===== config.mk =====
export PLATFORM = sky130hd
export DESIGN_NAME = w4a8_gemm_axis_stream_gen
export DESIGN_NICKNAME = d
export VERILOG_FILES = /design/src/rtl/w4a8_gemm_pkg.sv /design/src/rtl/w4a8_gemm_lane_pattern.sv /design/src/rtl/w4a8_gemm_axis_stream_gen.sv
export SDC_FILE = /design/constraint.sdc
export NUM_CORES = 2
export LEC_CHECK = 0
export ABC_CLOCK_PERIOD_IN_PS = 4800
export BUFFER_PORTS_ARGS = -buffer_cell sky130_fd_sc_hd__buf_4
export CORE_AREA = 2 2 287 289
export CTS_BUF_LIST = sky130_fd_sc_hd__clkbuf_8 sky130_fd_sc_hd__clkbuf_16
export CTS_CLUSTER_DIAMETER = 150
export DETAILED_ROUTE_END_ITERATION = 12
export DIE_AREA = 0 0 289 291
export GPL_TIMING_DRIVEN = 0
export PLACE_DENSITY_LB_ADDON = 0.15
export SYNTH_ARGS = -nofsm -noshare
export SYNTH_HDL_FRONTEND = slang
export SYNTH_SLANG_ARGS = --single-unit

===== constraint.sdc =====
create_clock -name m_axis_aclk -period 4.8 [get_ports m_axis_aclk]
set_clock_uncertainty 0.1 [all_clocks]
set_input_delay 0.96 -clock m_axis_aclk [delete_from_list [all_inputs] [get_ports m_axis_aclk]]
set_output_delay 0.96 -clock m_axis_aclk [all_outputs]
set_load 0.005 [all_outputs]

===== src/rtl/w4a8_gemm_pkg.sv =====
// Shared types and helpers for the GEMM AXI4-Stream operand generator.
// Holds the FSM encoding, lane-count derivation and the all-ones keep/strb constant.
package w4a8_gemm_pkg;

   typedef enum logic [1:0] {
      StIdle = 2'd0,
      StSend = 2'd1,
      StDone = 2'd2
   } gen_state_e;

   // Wide enough for tkeep/tstrb of streams up to 1024 bits; sliced by users.
   localparam int unsigned MaxKeepWidth = 128;
   localparam logic [MaxKeepWidth-1:0] KeepAllOnes = '1;

   function automatic int unsigned calc_lanes(input int unsigned data_w,
                                              input int unsigned lane_w);
      return data_w / lane_w;
   endfunction

endpackage


===== src/rtl/w4a8_gemm_lane_pattern.sv =====
// Combinational incrementing-lane generator: lane i = base + i (wrapping).
// The parent registers the result, so this block adds no state.
module w4a8_gemm_lane_pattern #(
   parameter int unsigned Lanes     = 16,
   parameter int unsigned LaneWidth = 32
) (
   input  logic [LaneWidth-1:0]       base_i,
   output logic [Lanes*LaneWidth-1:0] data_o
);

   for (genvar i = 0; i < Lanes; i++) begin : g_lane
      assign data_o[i*LaneWidth +: LaneWidth] = base_i + LaneWidth'(i);
   end

endmodule


===== src/rtl/w4a8_gemm_axis_stream_gen.sv =====
// AXI4-Stream master that emits a programmed number of incrementing-pattern beats,
// split into packets by tlast, and pulses ctrl_done when the transfer completes.
module w4a8_gemm_axis_stream_gen
   import w4a8_gemm_pkg::*;
#(
   parameter int unsigned C_AXIS_TDATA_WIDTH = 512,
   parameter int unsigned C_ADDER_BIT_WIDTH  = 32,
   parameter int unsigned C_LENGTH_WIDTH     = 32,
   parameter int unsigned C_AXIS_TID_WIDTH   = 1,
   parameter int unsigned C_AXIS_TDEST_WIDTH = 1,
   parameter int unsigned C_AXIS_TUSER_WIDTH = 1
) (
   input  logic                            m_axis_aclk,
   input  logic                            m_axis_aresetn,
   input  logic                            ctrl_start,
   input  logic [C_LENGTH_WIDTH-1:0]       ctrl_length,
   input  logic [C_LENGTH_WIDTH-1:0]       ctrl_pkt_beats,
   input  logic [C_ADDER_BIT_WIDTH-1:0]    ctrl_seed,
   output logic                            ctrl_busy,
   output logic                            ctrl_done,
   output logic                            m_axis_tvalid,
   input  logic                            m_axis_tready,
   output logic [C_AXIS_TDATA_WIDTH-1:0]   m_axis_tdata,
   output logic [C_AXIS_TDATA_WIDTH/8-1:0] m_axis_tkeep,
   output logic [C_AXIS_TDATA_WIDTH/8-1:0] m_axis_tstrb,
   output logic                            m_axis_tlast,
   output logic [C_AXIS_TID_WIDTH-1:0]     m_axis_tid,
   output logic [C_AXIS_TDEST_WIDTH-1:0]   m_axis_tdest,
   output logic [C_AXIS_TUSER_WIDTH-1:0]   m_axis_tuser
);

   localparam int unsigned Lanes = calc_lanes(C_AXIS_TDATA_WIDTH, C_ADDER_BIT_WIDTH);
   localparam int unsigned KeepW = C_AXIS_TDATA_WIDTH / 8;
   localparam int unsigned LW    = C_LENGTH_WIDTH;
   localparam int unsigned AW    = C_ADDER_BIT_WIDTH;

   gen_state_e                    state_q;
   logic [LW-1:0]                 len_q, pkt_q, beat_q, pkt_idx_q;
   logic [AW-1:0]                 base_q;
   logic [C_AXIS_TDATA_WIDTH-1:0] tdata_q;
   logic                          tvalid_q, tlast_q, busy_q, done_q;

   logic [AW-1:0]                 pat_base;
   logic [C_AXIS_TDATA_WIDTH-1:0] pat_data;
   logic                          handshake, final_beat, start_last, nxt_last;
   logic [LW-1:0]                 nxt_beat, nxt_pkt_idx;

   // In IDLE the pattern is built from the incoming seed so beat 0 is ready one cycle later.
   assign pat_base    = (state_q == StIdle) ? ctrl_seed : base_q;
   assign handshake   = tvalid_q & m_axis_tready;
   assign final_beat  = (beat_q == len_q - LW'(1));
   assign nxt_beat    = beat_q + LW'(1);
   assign nxt_pkt_idx = (pkt_idx_q == pkt_q - LW'(1)) ? '0 : pkt_idx_q + LW'(1);
   assign nxt_last    = (nxt_beat == len_q - LW'(1)) ||
                        ((pkt_q != '0) && (nxt_pkt_idx == pkt_q - LW'(1)));
   assign start_last  = (ctrl_length == LW'(1)) || (ctrl_pkt_beats == LW'(1));

   w4a8_gemm_lane_pattern #(
      .Lanes     (Lanes),
      .LaneWidth (AW)
   ) u_lane_pattern (
      .base_i (pat_base),
      .data_o (pat_data)
   );

   always_ff @(posedge m_axis_aclk or negedge m_axis_aresetn) begin
      if (!m_axis_aresetn) begin
         state_q   <= StIdle;
         len_q     <= '0;
         pkt_q     <= '0;
         beat_q    <= '0;
         pkt_idx_q <= '0;
         base_q    <= '0;
         tdata_q   <= '0;
         tvalid_q  <= 1'b0;
         tlast_q   <= 1'b0;
         busy_q    <= 1'b0;
         done_q    <= 1'b0;
      end else begin
         done_q <= 1'b0;
         unique case (state_q)
            StIdle: begin
               if (ctrl_start) begin
                  len_q     <= ctrl_length;
                  pkt_q     <= ctrl_pkt_beats;
                  beat_q    <= '0;
                  pkt_idx_q <= '0;
                  busy_q    <= 1'b1;
                  if (ctrl_length == '0) begin
                     state_q <= StDone;
                     done_q  <= 1'b1;
                  end else begin
                     tdata_q  <= pat_data;
                     base_q   <= ctrl_seed + AW'(Lanes);
                     tvalid_q <= 1'b1;
                     tlast_q  <= start_last;
                     state_q  <= StSend;
                  end
               end
            end
            StSend: begin
               if (handshake) begin
                  if (final_beat) begin
                     tvalid_q <= 1'b0;
                     tlast_q  <= 1'b0;
                     done_q   <= 1'b1;
                     state_q  <= StDone;
                  end else begin
                     tdata_q   <= pat_data;
                     base_q    <= base_q + AW'(Lanes);
                     beat_q    <= nxt_beat;
                     pkt_idx_q <= nxt_pkt_idx;
                     tlast_q   <= nxt_last;
                  end
               end
            end
            StDone: begin
               busy_q  <= 1'b0;
               state_q <= StIdle;
            end
            default: begin
               busy_q  <= 1'b0;
               state_q <= StIdle;
            end
         endcase
      end
   end

   assign ctrl_busy     = busy_q;
   assign ctrl_done     = done_q;
   assign m_axis_tvalid = tvalid_q;
   assign m_axis_tdata  = tdata_q;
   assign m_axis_tlast  = tlast_q;
   assign m_axis_tkeep  = KeepAllOnes[KeepW-1:0];
   assign m_axis_tstrb  = KeepAllOnes[KeepW-1:0];
   assign m_axis_tid    = '0;
   assign m_axis_tdest  = '0;
   assign m_axis_tuser  = '0;

endmodule


==> impl_metrics.env <==
export IMPL_cp_data_required_time_ns=5.19
export IMPL_wirelength_mm=179
export IMPL_postRouteAntennaNets=0
export IMPL_drive_gt1_frac=0.221
export IMPL_chipHeight_um=291
export IMPL_gp_congestion=1.03
export IMPL_number_of_maximum_capacitance_constraint_violations=4
export IMPL_p_total_w=0.0339
export IMPL_dpl_cell_count=6311
export IMPL_portbufs=615
export IMPL_finalWorstPathRequiredPeriod_ns=4.98
export IMPL_power_density_nw_per_um2=713
export IMPL_synth_yosys_warnings=0
export IMPL_overall_global_routing_usage=0.415
export IMPL_ys_seq_elements=644
export IMPL_finalHoldViolCount=0
export IMPL_place_detailed_hpwl_mm=134
export IMPL_overflow_after_grt=0
export IMPL_placementRows=105
export IMPL_failed_checks="max-capacitance violations, max-slew violations, negative setup slack"
export IMPL_cts_sink_count=644
export IMPL_floorplan_initialDensity=0.463
export IMPL_finish_utilization=0.586
export IMPL_synth_area_leader_cell="dfrtp_1"
export IMPL_detail_route_wl_per_cell_um=27.7
export IMPL_setup_repair_after_global_routing_missed_its_margin="true"
export IMPL_final_net_count=5441
export IMPL_holdWs_ns=0.287
export IMPL_fillerInstances=7546
export IMPL_worstSetupEndpointType="flop"
export IMPL_synth_sequential_area_ratio=0.429
export IMPL_outcome="complete, but fails checks"
export IMPL_first_pass_grt_wire_length_mm=251
export IMPL_critical_path_arrival_ns=5.37
export IMPL_drt_pass_1_iters=6
export IMPL_timing_max_slew_rel_slack=-0.0654
export IMPL_cts_inserted_buffers=73
export IMPL_num_io_pins=747
export IMPL_worstSetupPathType="reg -> reg"
export IMPL_post_place_ws_ns=-1.80
export IMPL_die_area_um2=84100
export IMPL_path_max_fanout=10
export IMPL_synth_most_common_cell="nand2_1"
export IMPL_setup_worst_path_start_class="flop"
export IMPL_syn_avg_cell_area_um2=8.38
export IMPL_tritoncts="done"
export IMPL_grt_antenna_before_repair=7
export IMPL_clockRootBuffer="clkbuf_16"
export IMPL_drtIter0Drc=4268
export IMPL_detailroute_via_count=37500
export IMPL_tightest_slew_ns=1.59
export IMPL_netlist_instances=4481
export IMPL_cts_max_level=3
export IMPL_worstSkewPairLatency_ns=0.63
export IMPL_grt_max_degree=117
export IMPL_cts_hold_buffers_added=0
export IMPL_synth_enable_flop_cells=0
export IMPL_hold_path_class="in -> async"
export IMPL_ys_flop_type="dfrtp_1"
export IMPL_area_delta_synth_final_pct=26.6
export IMPL_synth_largest_type_area_fraction=0.429
export IMPL_final_instance_count_excl_fill=6445
export IMPL_first_global_vias=35100
export IMPL_final_setup_fails=2
export IMPL_synth_top_cells_by_count="980 x nand2_1, 644 x dfrtp_1, 468 x o21ai_0, 366 x nor2_1, 303 x xor2_1"
export IMPL_core_area_um2=81200
export IMPL_async_flop_share=1.00
export IMPL_clk_pin_slew_worst_paths_ns=0.06
export IMPL_chipWidth_um=289
export IMPL_fmaxAchievable_ghz=0.201
export IMPL_post_route_period_util=1.04
export IMPL_final_max_slew_viol_count=44
export IMPL_postLayoutSetupSlackWorst_ns=-0.184
export IMPL_post_synth_instance_area_um2=37600
export IMPL_largest_cells_by_area_after_synthesis="dfrtp_1 43%, nand2_1 9.8%, xor2_1 7.1%"
export IMPL_max_vdd_ir_drop_mv=0.366
export IMPL_detail_route_vias_per_cell=5.82
export IMPL_drc_errors=0
export IMPL_synth_cell_types=85
export IMPL_p_leak_nw=21.5
export IMPL_deepest_clock_path_buffer_count=3
[registers in the layout, summed over array words and instances, names as in the netlist, 2 cells and up]
register	flops
pkt_idx_q	32
len_q	32
m_axis_tdata	478
beat_q	32
base_q	32
state_q	2
pkt_q	32
[power by group]
| group | internal, W | leakage [nW] | total (W) | switching (W) |
|---|---|---|---|---|
| Clock | 0.00332 | 1.23 | 0.00581 | 0.00250 |
| Sequential | 0.00776 | 8.19 | 0.0101 | 0.00235 |
| Combinational | 0.00678 | 12.1 | 0.0180 | 0.0112 |
| Total | 0.0179 | 21.5 | 0.0339 | 0.0161 |
[placed cells by master (no fill, tap or decap), types with 15 or more instances in the layout]
cell         n
clkbuf_8    15
nand2_1    973
nand4_1     38
o31ai_1     17
buf_2       60
xor2_1     303
clkbuf_1   150
clkinv_2    15
o21ai_0    468
inv_1       41
o21ai_1     84
clkbuf_2    38
a31oi_1     20
xnor2_1    286
and3_1      27
nand2b_1    21
a21o_1      18
or4_1       17
nor2b_1     16
o22ai_1     17
nor3_1      84
or3_1       31
clkbuf_16   73
ha_1        18
a21oi_1     74
nand3_1    117
nor4_1      41
dfrtp_1    644
or2_2       25
buf_4      808
mux2i_1     28
nor2_1     355
conb_1     131
[repair_timing]
action                                  4_1_cts  5_1_grt
cloned                                        0        0
endpoints found under the setup margin      561      482
setup buffers                                13        5
gates resized for setup                     133       53
pin swaps                                     8        6
[path summary, 6_finish.rpt]
| kind | cells after the start | slack, ns | start | to |
|---|---|---|---|---|
| worst min-delay path | 2 | 0.29 | m_axis_aresetn | m_axis_tdata[26] |
| worst min register to register | 2 | 0.37 | m_axis_tdata[104] | m_axis_tdata[104] |
| min in group m_axis_aclk | 2 | 0.37 | m_axis_tdata[104] | m_axis_tdata[104] |
| worst max-delay path | 11 | -0.18 | state_q[1] | m_axis_tdata[173] |
| max in group asynchronous | 3 | 3.16 | m_axis_aresetn | base_q[13] |
| worst max register to register | 11 | -0.18 | state_q[1] | m_axis_tdata[173] |
[worst max-delay path: stages (launching register included)]
cell      delay [ns]
dfrtp_1         0.48
nor2_4          0.15
buf_4           0.24
buf_4           0.28
mux2i_1         0.29
clkbuf_2        0.46
nor2_1          0.87
nand2_1         0.81
nor2_1          0.50
nand2_1         0.13
xnor2_1         0.35
o21ai_0         0.14
[kinds of logic (layout without fill, tap and decap cells)]
family                     count (synthesis)  count (layout)  synth area share
and+or+nand+nor                         1848            1848             0.217
AOI/OAI and AO/OA                        831             831             0.126
DFF                                      644             644             0.429
buffers and inverters                    493            1256            0.0686
xor gates and xnor gates                 593             593             0.139
other                                      2             133          0.000200
adders and majority gates                 19              19           0.00633
muxes                                     51              51            0.0137
[routing by layer]
| layer | wire, um | global-route usage |
|---|---|---|
| met5 | 52 | 0 |
| met4 | 13000 | 0.250 |
| met3 | 21200 | 0.129 |
| met2 | 78300 | 0.631 |
| met1 | 66000 | 0.514 |
[through the flow]
step                instance area, um^2  setup TNS [ns]
finish                            47600          -0.220
global route                      47500          -0.167
CTS                               47300               0
detailed placement                44400         -553.34
global placement                  44000        -3837.63
floorplan                         38100               0
[cell type report]
class,count,area (um^2),area share
multi-input combinational,3473,19900,0.419
sequential,644,16100,0.339
timing repair buffer,650,5110,0.107
buffer,446,2530,0.0533
clock buffer,86,2010,0.0422
tap,1070,1340,0.0282
clock inverter,40,398,0.00837
inverter,34,133,0.00279
antenna,2,5.00,0.000105
No activity file was read; power rests on OpenSTA's default activity.
